==> config.mk <==
export PLATFORM = sky130hd
export DESIGN_NAME = mole_round_ctrl
export DESIGN_NICKNAME = d
export VERILOG_FILES = /design/src/rtl/mole_round_ctrl.sv
export SDC_FILE = /design/constraint.sdc
export NUM_CORES = 1
export LEC_CHECK = 0
export ABC_CLOCK_PERIOD_IN_PS = 3600
export BUFFER_PORTS_ARGS = -buffer_cell sky130_fd_sc_hd__buf_4
export CAP_MARGIN = 20
export CORE_ASPECT_RATIO = 1.75
export CORE_UTILIZATION = 57
export DETAILED_ROUTE_END_ITERATION = 8
export GPL_TIMING_DRIVEN = 0
export PLACE_DENSITY = 0.78
export SYNTH_ARGS = -nofsm -noshare
export SYNTH_HDL_FRONTEND = slang
export SYNTH_SLANG_ARGS = --single-unit
==> constraint.sdc <==
create_clock -name clk -period 3.6 [get_ports clk]
set_input_delay 0.72 -clock clk [delete_from_list [all_inputs] [get_ports clk]]
set_output_delay 0.72 -clock clk [all_outputs]
set_load 0.03 [all_outputs]
==> src/rtl/mole_round_ctrl.sv <==
// -----------------------------------------------------------------------------
// mole_round_ctrl
//
// Game-round engine for the whack-a-mole design. It sits between the keyboard
// decoder and the top-level game flow FSM. It picks the active hole, runs the
// round countdown, judges key presses as hits or misses, and keeps the score
// and the miss count. Two status flags tell the flow FSM when to leave the
// play screen: time expired (time_up) and miss limit reached (miss_out).
//
// Optional feature macro: MOLE_SPEEDUP_EN
//   defined   : after every 4th hit the mole-up window shrinks by UP_CYCLES/8,
//               but never below UP_CYCLES/2. The window returns to UP_CYCLES
//               at round start.
//   undefined : the mole-up window is fixed at UP_CYCLES.
//
// Ports
//   clk       in  1  system clock
//   rst       in  1  synchronous reset, active-low (0 = reset)
//   start     in  1  one-cycle pulse that begins a round (ignored while busy)
//   key_a/w/d/x/s in 1 one-cycle key pulses from the keyboard decoder
//   active    out 3  hole currently up: A=100 W=010 D=110 X=001 S=101, 000=none
//   score     out 7  hits this round, saturating at 99
//   misses    out 2  misses this round
//   timer     out 5  seconds remaining
//   time_up   out 1  round ended by timer expiry
//   miss_out  out 1  round ended by the miss limit
//   busy      out 1  round in progress
// -----------------------------------------------------------------------------
module mole_round_ctrl #(
    parameter int unsigned TICK_CYCLES = 100_000_000,
    parameter int unsigned ROUND_SECS  = 30,
    parameter int unsigned UP_CYCLES   = 75_000_000,
    parameter int unsigned GAP_CYCLES  = 25_000_000,
    parameter int unsigned MISS_LIMIT  = 3,
    parameter logic [7:0]  LFSR_SEED   = 8'hA5
) (
    input  logic       clk,
    input  logic       rst,
    input  logic       start,
    input  logic       key_a,
    input  logic       key_w,
    input  logic       key_d,
    input  logic       key_x,
    input  logic       key_s,
    output logic [2:0] active,
    output logic [6:0] score,
    output logic [1:0] misses,
    output logic [4:0] timer,
    output logic       time_up,
    output logic       miss_out,
    output logic       busy
);

    typedef enum logic [2:0] {
        S_IDLE  = 3'd0,
        S_SPAWN = 3'd1,
        S_UP    = 3'd2,
        S_GAP   = 3'd3,
        S_DONE  = 3'd4
    } state_t;

    localparam logic [2:0]  HOLE_NONE  = 3'b000;
    localparam logic [2:0]  HOLE_A     = 3'b100;
    localparam logic [2:0]  HOLE_W     = 3'b010;
    localparam logic [2:0]  HOLE_D     = 3'b110;
    localparam logic [2:0]  HOLE_X     = 3'b001;
    localparam logic [2:0]  HOLE_S     = 3'b101;
    // Index value that never matches a real hole, so the first mole of a
    // round is placed wherever the LFSR points.
    localparam logic [2:0]  IDX_NONE   = 3'd7;
    localparam logic [31:0] TICK_LAST  = 32'(TICK_CYCLES - 1);
    localparam logic [31:0] GAP_LAST   = 32'(GAP_CYCLES - 1);
    localparam logic [4:0]  ROUND_INIT = 5'(ROUND_SECS);
    localparam logic [1:0]  MISS_LIM   = 2'(MISS_LIMIT);
    localparam logic [6:0]  SCORE_MAX  = 7'd99;

    // Fold a 3-bit LFSR slice (0..7) onto the five holes.
    function automatic logic [2:0] idx_mod5(input logic [2:0] v);
        return (v >= 3'd5) ? (v - 3'd5) : v;
    endfunction

    // Hole index in order A, W, D, X, S to output code.
    function automatic logic [2:0] hole_code(input logic [2:0] idx);
        logic [2:0] code;
        case (idx)
            3'd0:    code = HOLE_A;
            3'd1:    code = HOLE_W;
            3'd2:    code = HOLE_D;
            3'd3:    code = HOLE_X;
            3'd4:    code = HOLE_S;
            default: code = HOLE_NONE;
        endcase
        return code;
    endfunction

    state_t      state_q, state_d;
    logic [7:0]  lfsr_q, lfsr_d;
    logic [2:0]  active_q, active_d;
    logic [6:0]  score_q, score_d;
    logic [1:0]  misses_q, misses_d;
    logic [4:0]  timer_q, timer_d;
    logic        time_up_q, time_up_d;
    logic        miss_out_q, miss_out_d;
    logic        busy_q, busy_d;
    logic [2:0]  prev_idx_q, prev_idx_d;
    logic [31:0] up_cnt_q, up_cnt_d;
    logic [31:0] gap_cnt_q, gap_cnt_d;
    logic [31:0] presc_q, presc_d;

    logic [2:0]  spawn_idx;
    logic        key_any;
    logic        key_match;
    logic        hit_now;
    logic        miss_now;
    logic        miss_last;
    logic        tick_now;
    logic        time_last;
    logic [31:0] up_win;

`ifdef MOLE_SPEEDUP_EN
    localparam logic [31:0] WIN_FULL  = 32'(UP_CYCLES);
    localparam logic [31:0] WIN_STEP  = 32'(UP_CYCLES / 8);
    localparam logic [31:0] WIN_FLOOR = 32'(UP_CYCLES / 2);

    logic [31:0] win_q, win_d;
    logic [1:0]  hit_cnt_q, hit_cnt_d;

    assign up_win = win_q;
`else
    assign up_win = 32'(UP_CYCLES);
`endif

    assign key_any   = key_a | key_w | key_d | key_x | key_s;
    // Several keys in one cycle still count as a hit if any of them matches.
    assign key_match = (key_a && (active_q == HOLE_A)) ||
                       (key_w && (active_q == HOLE_W)) ||
                       (key_d && (active_q == HOLE_D)) ||
                       (key_x && (active_q == HOLE_X)) ||
                       (key_s && (active_q == HOLE_S));

    always_comb begin
        // 8-bit Fibonacci LFSR, taps 8,6,5,4; free-running in every state.
        lfsr_d     = {lfsr_q[6:0], lfsr_q[7] ^ lfsr_q[5] ^ lfsr_q[4] ^ lfsr_q[3]};
        state_d    = state_q;
        active_d   = active_q;
        score_d    = score_q;
        misses_d   = misses_q;
        timer_d    = timer_q;
        time_up_d  = time_up_q;
        miss_out_d = miss_out_q;
        busy_d     = busy_q;
        prev_idx_d = prev_idx_q;
        up_cnt_d   = up_cnt_q;
        gap_cnt_d  = gap_cnt_q;
        presc_d    = presc_q;
        spawn_idx  = idx_mod5(lfsr_q[2:0]);
        hit_now    = 1'b0;
        miss_now   = 1'b0;
        miss_last  = 1'b0;
        tick_now   = 1'b0;
`ifdef MOLE_SPEEDUP_EN
        win_d      = win_q;
        hit_cnt_d  = hit_cnt_q;
`endif

        // Second prescaler runs only while a round is in progress.
        if (busy_q) begin
            if (presc_q == TICK_LAST) begin
                tick_now = 1'b1;
                presc_d  = '0;
                timer_d  = timer_q - 5'd1;
            end else begin
                presc_d  = presc_q + 32'd1;
            end
        end
        time_last = tick_now && (timer_q == 5'd1);

        case (state_q)
            S_IDLE, S_DONE: begin
                if (start) begin
                    state_d    = S_SPAWN;
                    busy_d     = 1'b1;
                    score_d    = '0;
                    misses_d   = '0;
                    timer_d    = ROUND_INIT;
                    presc_d    = '0;
                    time_up_d  = 1'b0;
                    miss_out_d = 1'b0;
                    prev_idx_d = IDX_NONE;
`ifdef MOLE_SPEEDUP_EN
                    win_d      = WIN_FULL;
                    hit_cnt_d  = '0;
`endif
                end
            end

            S_SPAWN: begin
                // Never show the same hole twice in a row.
                if (spawn_idx == prev_idx_q) begin
                    spawn_idx = (spawn_idx == 3'd4) ? 3'd0 : (spawn_idx + 3'd1);
                end
                active_d   = hole_code(spawn_idx);
                prev_idx_d = spawn_idx;
                up_cnt_d   = up_win - 32'd1;
                state_d    = S_UP;
            end

            S_UP: begin
                if (key_any) begin
                    if (key_match) begin
                        hit_now = 1'b1;
                    end else begin
                        miss_now = 1'b1;
                    end
                end else if (up_cnt_q == '0) begin
                    miss_now = 1'b1;
                end else begin
                    up_cnt_d = up_cnt_q - 32'd1;
                end

                if (hit_now) begin
                    score_d = (score_q == SCORE_MAX) ? score_q : (score_q + 7'd1);
`ifdef MOLE_SPEEDUP_EN
                    hit_cnt_d = hit_cnt_q + 2'd1;
                    if (hit_cnt_q == 2'd3) begin
                        win_d = (win_q >= (WIN_FLOOR + WIN_STEP)) ? (win_q - WIN_STEP) : WIN_FLOOR;
                    end
`endif
                end
                if (miss_now) begin
                    misses_d  = misses_q + 2'd1;
                    miss_last = ((misses_q + 2'd1) == MISS_LIM);
                end
                if (hit_now || miss_now) begin
                    active_d  = HOLE_NONE;
                    gap_cnt_d = GAP_LAST;
                    state_d   = S_GAP;
                end
            end

            S_GAP: begin
                if (gap_cnt_q == '0) begin
                    state_d = S_SPAWN;
                end else begin
                    gap_cnt_d = gap_cnt_q - 32'd1;
                end
            end

            default: begin
                state_d = S_IDLE;
            end
        endcase

        // Round end overrides whatever the play states chose; a hit or miss
        // judged on the same edge has already been applied above.
        if (time_last || miss_last) begin
            state_d  = S_DONE;
            active_d = HOLE_NONE;
            busy_d   = 1'b0;
            if (time_last) begin
                time_up_d = 1'b1;
            end
            if (miss_last) begin
                miss_out_d = 1'b1;
            end
        end
    end

    always_ff @(posedge clk) begin
        if (!rst) begin
            state_q    <= S_IDLE;
            lfsr_q     <= LFSR_SEED;
            active_q   <= HOLE_NONE;
            score_q    <= '0;
            misses_q   <= '0;
            timer_q    <= ROUND_INIT;
            time_up_q  <= 1'b0;
            miss_out_q <= 1'b0;
            busy_q     <= 1'b0;
            prev_idx_q <= IDX_NONE;
            up_cnt_q   <= '0;
            gap_cnt_q  <= '0;
            presc_q    <= '0;
`ifdef MOLE_SPEEDUP_EN
            win_q      <= WIN_FULL;
            hit_cnt_q  <= '0;
`endif
        end else begin
            state_q    <= state_d;
            lfsr_q     <= lfsr_d;
            active_q   <= active_d;
            score_q    <= score_d;
            misses_q   <= misses_d;
            timer_q    <= timer_d;
            time_up_q  <= time_up_d;
            miss_out_q <= miss_out_d;
            busy_q     <= busy_d;
            prev_idx_q <= prev_idx_d;
            up_cnt_q   <= up_cnt_d;
            gap_cnt_q  <= gap_cnt_d;
            presc_q    <= presc_d;
`ifdef MOLE_SPEEDUP_EN
            win_q      <= win_d;
            hit_cnt_q  <= hit_cnt_d;
`endif
        end
    end

    assign active   = active_q;
    assign score    = score_q;
    assign misses   = misses_q;
    assign timer    = timer_q;
    assign time_up  = time_up_q;
    assign miss_out = miss_out_q;
    assign busy     = busy_q;

endmodule

# --- Word-level counts from Yosys, hierarchy flattened ---
# Index checks and enable logic that the tools add are counted.
op_classes:
  n_bitwise: 8
  eq_ne: 31
  n_reduce_logical: 31
  addsub: 8
  mux: 54
  order_cmp: 1
op_table:
  columns: ["operator", "n"]
  rows:
  - ["2-to-1 mux 32 bit", 8]
  - ["one-hot mux 32 bit (2 select lines)", 2]
  - ["zero test 32 bit", 2]
  - ["subtractor 32 x 1 -> 32 bit, second input constant", 2]
  - ["adder 32 x 1 -> 32 bit, second input constant", 1]
  - ["== test 32 x 27 -> 1 bit, second input constant", 1]
  - ["2-to-1 mux 3 bit", 10]
  - ["2-to-1 mux 7 bit", 3]
  - ["2-to-1 mux 5 bit", 4]
  - ["2-to-1 mux 1 bit", 19]
  - ["== test 3 bit, second input constant", 6]
  - ["inequality test 2 bit, second input constant", 9]
  - ["== test 3 x 2 -> 1 bit, second input constant", 5]
  - ["one-hot mux 3 bit (5 select lines)", 1]
  - ["AND reduction 3 bit", 5]
  - ["one-hot mux 7 bit (2 select lines)", 1]
  - ["one-hot mux 3 bit (2 select lines)", 2]
  - ["one-hot mux 3 bit (4 select lines)", 1]
  - ["== test 3 x 1 -> 1 bit, second input constant", 3]
  - ["inequality test 3 bit, second input constant", 3]
  - ["nonzero test 2 bit", 4]
  - ["adder 7 x 1 -> 7 bit, second input constant", 1]
  - ["== test 7 bit, second input constant", 1]
  - ["logical AND 1 bit", 6]
  - ["18 further kinds", 33]
totals:
  in_bits: 8
  ff_bits: 130
  out_inout_bits: 20
  wordCells: 147

# --- Logic depth before layout (Yosys ltp) ---
# Gate-level depths: netlist of run 1.
logic_depth:
  ltp_word: 14
  ltp_mapped: 10
  depth_no_buf: 8

# --- Worst setup path before layout of run 1 ---
# Ideal clock, no wire load.
synth_timing:
  kind: "register to register"
  start: "reg busy_q (netlist: busy)"
  end: "reg state_q[1]"
  setup_time_ns: 0.123
  period_less_slack_ns: 2.699
  stages_incl_launch_ff: 9
  path_buffers: 2
  path_slack_ns: 0.901
  t_required_ns: 3.477
  t_arrival_ns: 2.576
  path_cell_list: "dfxtp_1 -> clkbuf_1 -> nand3_1 -> or4_1 -> or3_1 -> clkbuf_1 -> nor4_1 -> a211o_1 -> nor4_1"
synth_between:
  elab_chain_len: 4
synth_rtl:
  columns: ["element", "line", "text"]
  rows:
  - ["from (decl)", "104", "logic busy_q, busy_d;"]
  - ["from (signal assigned)", "297", "busy_q <= busy_d;"]
  - ["2-to-1 mux 1 bit", "167", "if (busy_q) begin"]
  - ["logical AND 1 bit", "176", "time_last = tick_now && (timer_q == 5'd1);"]
  - ["logical OR 1 bit", "256", "if (time_last || miss_last) begin"]
  - ["OR reduction 2 bit (no source line)", null, null]
  - ["to (signal assigned)", "289", "state_q <= state_d;"]
  - ["to (decl)", "96", "state_t state_q, state_d;"]
# Every way passes these cells.
# A chain may end at the register's enable or synchronous reset.

# --- Worst setup path after layout of run 1 ---
# Same ends and word-level chain as after synthesis.

==> impl_metrics.py, run 1 <==
metrics = {
    "pwr": {
        "power_density_nw_per_um2": 566,
        "p_total_mw": 4.24,
        "leakagePower_nw": 2.61,
        "ir_drop_mv": 0.476,
    },
    "outcome": {
        "status": "finished clean",
    },
    "worst_setup_path": {
        "cp.buffers_inverters": 2,
        "crit_required_ns": 3.89,
        "critPathCaptureType": "flip-flop",
        "critPathKind": "flip-flop to flip-flop",
        "cpPeakStageDelay_ns": 0.59,
        "cpMaxStageDelayCell": "or4_1",
        "reg2reg_to": "state_q[1]",
        "r2r_cells": 8,
        "critPathTopFamily": "simple AND/OR/NAND/NOR gates",
        "r2r_start": "busy",
        "crit_chain": "clkbuf_1 > nand3_1 > or4_1 > or3_1 > clkbuf_1 > nor4_1 > a211o_1 > nor4_1",
        "r2r_setup_slack_ns": 0.44,
        "cp.arrival_ns": 3.45,
        "start_kind": "flip-flop",
        "worst-path-max-fanout": 8,
    },
    "synthesis": {
        "yosys-top-cells-area": "dfxtp_1 40%, xnor2_1 6.3%, xor2_1 5.6%",
        "synth_common_cells": "130 x dfxtp_1, 94 x nor2_1, 58 x nand2_1, 48 x a21oi_1, 47 x xnor2_1",
        "avgSynthCellArea_sq_um": 8.53,
        "yosys_warnings": 0,
        "seq_area_frac_synth": 0.397,
        "syn_inst": 768,
        "netlist.area_leader.share": 0.397,
        "ys_seq_elements": 130,
        "synth_cell_types": 64,
        "ys_async_sr_fraction": 0,
        "synth_ff_type": "dfxtp_1",
        "synth_edf_count": 0,
        "syn_area_sq_um": 6550,
        "yosysTopAreaCell": "dfxtp_1",
        "synth.most_common_cell": "dfxtp_1",
        "synthesis.nets": 786,
    },
    "floorplanning": {
        "die_w_um": 83.1,
        "dieArea_sq_um": 11900,
        "fp.dieH_um": 144,
        "pin_count": 28,
        "initial_core_util": 0.587,
        "rows": 51,
        "core_area_sq_um": 11200,
    },
    "clock_network": {
        "cts_tree": "yes",
        "path_clk_slew_ns": 0.06,
        "cts.sinks": 130,
        "cts_buffers": 17,
        "postCtsHoldBufs": 0,
        "cts_root_buf": "clkbuf_16",
        "cts_max_path_buffers": 2,
        "clk_latency_ns": 0.41,
        "cts_htree_levels": 4,
        "cts_setup_buffers": 0,
        "cts_resized": 0,
    },
    "sta": {
        "finalCritPeriodShare": 0.877,
        "setup_tns_ns": 0,
        "rsz0062_at_grt": "no",
        "clock.fmax_mhz": 317,
        "setup_violations": 0,
        "min_period_ns": 3.16,
        "relSlewSlack": 0.291,
        "worst-slew-pin-transition_ns": 1.06,
        "clock_skew_ns": 0.00988,
        "hold_violations": 0,
        "maxSlewViolCount": 0,
    },
    "route": {
        "drc_errors": 0,
        "final_antenna_net_count": 0,
        "wire_per_inst_um": 16.8,
        "drt_iter0_drc": 295,
        "routed_wl_um": 16100,
        "drt_pre_antenna_iters": 5,
        "vias": 5950,
        "viasPerCell": 6.22,
    },
    "global_routing": {
        "grt_pass1_wl_um": 26800,
        "antenna_found_initial": 0,
        "grt_util_all_layers": 0.276,
        "grt_max_degree": 17,
        "gr-total-overflow": 0,
        "grt_pass1_vias": 6016,
    },
    "job": {
        "cap_viol_max_count": 0,
    },
    "cells_and_area": {
        "nets": 832,
        "drive_gt1_frac": 0.0970,
        "fill_cells": 920,
        "post-route-util": 0.670,
        "antenna_cells": 0,
        "area_growth_pct": 14.2,
    },
    "hold_path": {
        "hold_class": "flip-flop to flip-flop",
        "worstHoldPathCells": 1,
        "hp-start": "lfsr_q[6]",
        "hold_end": "lfsr_q[7]",
    },
    "placement": {
        "dp_hpwl_um": 11900,
        "io_buffers": 27,
        "gp_congestion": 0.877,
    },
}
## power breakdown
part | switching, mW | internal (mW) | total, mW
Clock | 0.646 | 1.01 | 1.66
Sequential | 0.0986 | 1.54 | 1.64
Combinational | 0.606 | 0.340 | 0.945
## cells in the final DEF, fill, tap and decap left out, types with 10 or more instances in the layout
| cell | n |
|---|---|
| buf_4 | 27 |
| nor3_1 | 23 |
| and2_1 | 11 |
| o21ai_0 | 12 |
| nand4_1 | 14 |
| clkbuf_1 | 26 |
| nand3_1 | 32 |
| nor4_1 | 21 |
| nand2_1 | 58 |
| or4_1 | 16 |
| xor2_1 | 42 |
| ha_1 | 10 |
| or3_1 | 13 |
| dfxtp_1 | 130 |
| xnor2_1 | 47 |
| inv_1 | 19 |
| nor2_1 | 94 |
| a21oi_1 | 48 |
| a31oi_1 | 11 |
| clkbuf_16 | 17 |
## cell families (layout without fill, tap and decap cells)
family | Yosys count | in the layout | synth area share
AND/OR/NAND/NOR | 332 | 332 | 0.267
flip-flops | 130 | 130 | 0.397
adder cells (fa/ha/maj) | 10 | 10 | 0.0191
multiplexers | 4 | 4 | 0.00611
AO/OA/AOI/OAI | 148 | 148 | 0.160
XOR/XNOR | 89 | 89 | 0.119
buffers and inverters | 55 | 112 | 0.0321
## per-stage QoR
step | setup slack, ns | hold WS, ns | instances | instance area (sq um)
finish | 0.442 | 0.416 | 957 | 7490
global route | 0.180 | 0.469 | 957 | 7490
CTS | 0.438 | 0.420 | 957 | 7490
detailed placement | 0.450 | 0.403 | 927 | 6920
global placement | 0.538 | 0.398 | 927 | 6920
floorplan | 0.901 | 0.386 | 768 | 6550
## flip-flops by register name, summed over array words and instances (netlist names), 2 cells and up
register	count
active	3
gap_cnt_q	32
lfsr_q	8
misses	2
presc_q	32
prev_idx_q	3
score	7
state_q	3
timer	5
up_cnt_q	32
## final cells by class
| type | count | area, sq um | share of cell area |
|---|---|---|---|
| inverters | 21 | 78.8 | 0.0105 |
| clock inverters | 13 | 139 | 0.0186 |
| repair buffers | 27 | 203 | 0.0271 |
| flip-flops and latches | 130 | 2600 | 0.348 |
| plain buffers | 34 | 131 | 0.0175 |
| multi-input cells | 583 | 3740 | 0.500 |
| well taps | 132 | 165 | 0.0221 |
| clock buffers | 17 | 425 | 0.0568 |
## layer usage
metal	global-route usage	wire length, um
met1	0.269	5950
met2	0.543	8940
met3	0.0500	552
met4	0.149	636
met5	0	0
## worst reg2reg max path, cell delays in order, from the launching register on
cell      delay [ns]
dfxtp_1         0.35
clkbuf_1        0.30
nand3_1         0.19
or4_1           0.59
or3_1           0.43
clkbuf_1        0.21
nor4_1          0.54
a211o_1         0.33
nor4_1          0.10
## how the worst max path moves through the flow
stage               start          to  slack, ns  cells after the start
detailed placement   busy  state_q[1]       0.45                      8
global route         busy  state_q[1]       0.18                      8
global placement     busy  state_q[1]       0.54                      8
CTS                  busy  state_q[1]       0.44                      8
floorplan            busy  state_q[1]       0.90                      8
finish               busy  state_q[1]       0.44                      8
Note: power is estimated with default switching activity, not from simulation.
==> inputs of run 2 (changes only) <==
--- a/config.mk
+++ b/config.mk
@@ -5,6 +5,7 @@
 export SDC_FILE = /design/constraint.sdc
 export NUM_CORES = 1
 export LEC_CHECK = 0
+export ABC_AREA = 1
 export ABC_CLOCK_PERIOD_IN_PS = 3600
 export BUFFER_PORTS_ARGS = -buffer_cell sky130_fd_sc_hd__buf_4
 export CAP_MARGIN = 20
@@ -12,7 +13,7 @@
 export CORE_UTILIZATION = 57
 export DETAILED_ROUTE_END_ITERATION = 8
 export GPL_TIMING_DRIVEN = 0
-export PLACE_DENSITY = 0.78
+export PLACE_DENSITY = 0.77
 export SYNTH_ARGS = -nofsm -noshare
 export SYNTH_HDL_FRONTEND = slang
 export SYNTH_SLANG_ARGS = --single-unit
==> run 2 against run 1 <==
  * Die area is 13% higher
  * Sequential share of layout area is 3.9 points lower
  * Cell area is 13% higher
  * Critical endpoint is now presc_q[23]
  * Largest cell class unchanged
==> impl_metrics.py, run 2 <==
metrics = {
    "route": {
        "final_antenna_net_count": 0,
        "drt_iter0_drc": 358,
        "vias": 7232,
        "drc_errors": 0,
        "wire_per_inst_um": 15.2,
        "drt_pre_antenna_iters": 6,
        "viasPerCell": 5.47,
        "routed_wl_um": 20200,
    },
    "clock_network": {
        "cts_root_buf": "clkbuf_16",
        "cts_htree_levels": 4,
        "clk_latency_ns": 0.42,
        "cts_setup_buffers": 0,
        "postCtsHoldBufs": 0,
        "path_clk_slew_ns": 0.06,
        "cts_max_path_buffers": 2,
        "cts_resized": 0,
        "cts.sinks": 130,
        "cts_buffers": 17,
        "cts_tree": "yes",
    },
    "global_routing": {
        "antenna_found_initial": 0,
        "grt_pass1_vias": 7084,
        "gr-total-overflow": 0,
        "grt_util_all_layers": 0.311,
        "grt_max_degree": 17,
        "grt_pass1_wl_um": 32200,
    },
    "hold_path": {
        "hp-start": "lfsr_q[6]",
        "hold_class": "flip-flop to flip-flop",
        "worstHoldPathCells": 1,
        "hold_end": "lfsr_q[7]",
    },
    "worst_setup_path": {
        "reg2reg_to": "presc_q[23]",
        "crit_required_ns": 3.90,
        "r2r_cells": 8,
        "r2r_start": "presc_q[23]",
        "cp.arrival_ns": 3.01,
        "critPathKind": "flip-flop to flip-flop",
        "start_kind": "flip-flop",
        "critPathCaptureType": "flip-flop",
        "r2r_setup_slack_ns": 0.89,
        "worst-path-max-fanout": 10,
    },
    "synthesis": {
        "yosys_warnings": 0,
        "synth.most_common_cell": "nand2_1",
        "seq_area_frac_synth": 0.351,
        "synth_edf_count": 0,
        "ys_seq_elements": 130,
        "netlist.area_leader.share": 0.351,
        "syn_area_sq_um": 7420,
        "yosysTopAreaCell": "dfxtp_1",
        "synth_ff_type": "dfxtp_1",
        "yosys-top-cells-area": "dfxtp_1 35%, nand2_1 13%, nor2_1 8.9%",
        "syn_inst": 1096,
        "synthesis.nets": 1114,
        "avgSynthCellArea_sq_um": 6.77,
        "ys_async_sr_fraction": 0,
        "synth_common_cells": "256 x nand2_1, 175 x nor2_1, 130 x dfxtp_1, 91 x inv_1, 72 x nand3_1",
        "synth_cell_types": 43,
    },
    "cells_and_area": {
        "fill_cells": 1185,
        "multi_input_area_sq_um": 4270,
        "antenna_cells": 0,
        "drive_gt1_frac": 0.100,
        "final_cells": 1323,
        "ff_latch_area_sq_um": 2600,
        "area_growth_pct": 13.6,
        "nets": 1160,
        "final_cell_mix": "256 x nand2_1, 175 x nor2_1, 130 x dfxtp_1",
        "reg_top3": "gap_cnt_q x32, presc_q x32, up_cnt_q x32",
        "final_area_sq_um": 8420,
        "layout_commonest_cell": "nand2_1",
    },
    "placement": {
        "dp_cells": 1291,
        "placed_cell_area_sq_um": 7830,
        "dp_hpwl_um": 15100,
        "io_buffers": 27,
        "gp_congestion": 0.975,
    },
    "sta": {
        "worst-slew-pin-transition_ns": 0.789,
        "min_period_ns": 2.71,
        "finalCritPeriodShare": 0.752,
        "rsz0062_at_grt": "no",
        "setup_violations": 0,
        "clock_skew_ns": 0.00698,
        "setup_tns_ns": 0,
        "hold_violations": 0,
        "maxSlewViolCount": 0,
        "clock.fmax_mhz": 369,
        "relSlewSlack": 0.469,
    },
    "floorplanning": {
        "pin_count": 28,
        "die_w_um": 88.2,
        "core_area_sq_um": 12600,
        "rows": 54,
        "fp.dieH_um": 153,
        "dieArea_sq_um": 13500,
        "initial_core_util": 0.590,
    },
    "outcome": {
        "status": "finished clean",
    },
    "pwr": {
        "power_density_nw_per_um2": 801,
        "leakagePower_nw": 3.57,
        "ir_drop_mv": 0.577,
    },
    "job": {
        "cap_viol_max_count": 0,
    },
}
## run 2: cells by family after synthesis
kind of cell             Yosys count  share of synthesized area
AO/OA/AOI/OAI                    148                      0.111
XOR/XNOR                          70                     0.0827
adder cells (fa/ha/maj)           10                     0.0169
buffers and inverters            125                     0.0736
flip-flops                       130                      0.351
AND/OR/NAND/NOR                  613                      0.365
## run 2: per-layer routing
layer | share of wire | vias to the layer above | GRT usage
li1 | - | 3669 | -
met1 | 0.35 | 3285 | 0.282
met2 | 0.54 | 198 | 0.581
met3 | 0.041 | 80 | 0.0664
met4 | 0.063 | 0 | 0.217
met5 | 0 | - | 0
## run 2: worst max-delay path, stage by stage (launching register included)
cell     delay, ns
dfxtp_1       0.42
nand4_1       0.30
nor4_1        0.78
nand2_1       0.14
nor2_1        0.22
inv_1         0.15
nand2_1       0.20
buf_2         0.31
nor2_1        0.09
## run 2: layout make-up
cell class | count | area share
Clock buffer | 18 | 0.0521
Tap cell | 168 | 0.0250
Multi-Input combinational cell | 841 | 0.507
Clock inverter | 14 | 0.0183
Buffer | 29 | 0.0220
Inverter | 96 | 0.0428
Timing Repair Buffer | 27 | 0.0241
Sequential cell | 130 | 0.309
## run 2: worst max path at each step
stage,startpoint,endpoint,slack (ns),depth (start not counted)
2_1_floorplan,key_w,gap_cnt_q[26],1.55,9
3_3_place_gp,key_w,gap_cnt_q[29],1.15,10
3_5_place_dp,key_w,gap_cnt_q[30],1.09,10
4_1_cts,gap_cnt_q[0],gap_cnt_q[29],1.24,11
5_1_grt,presc_q[23],presc_q[26],0.73,8
6_report,presc_q[23],presc_q[23],0.89,8
## run 2: report_power, final
part           switching, mW  internal [mW]
registers              0.224           1.64
logic                   2.06           1.09
clock network          0.694           1.05
## run 2: through the flow
stage | power (mW) | hold WS, ns | setup slack [ns] | utilization
after floorplan | 4.22 | 0.393 | 1.55 | -
after global placement | 4.95 | 0.398 | 1.15 | 0.623
after detailed placement | 4.97 | 0.421 | 1.09 | 0.623
after CTS | 6.73 | 0.446 | 1.24 | 0.670
after global routing | 7.21 | 0.457 | 0.730 | 0.670
final | 6.75 | 0.438 | 0.892 | 0.670
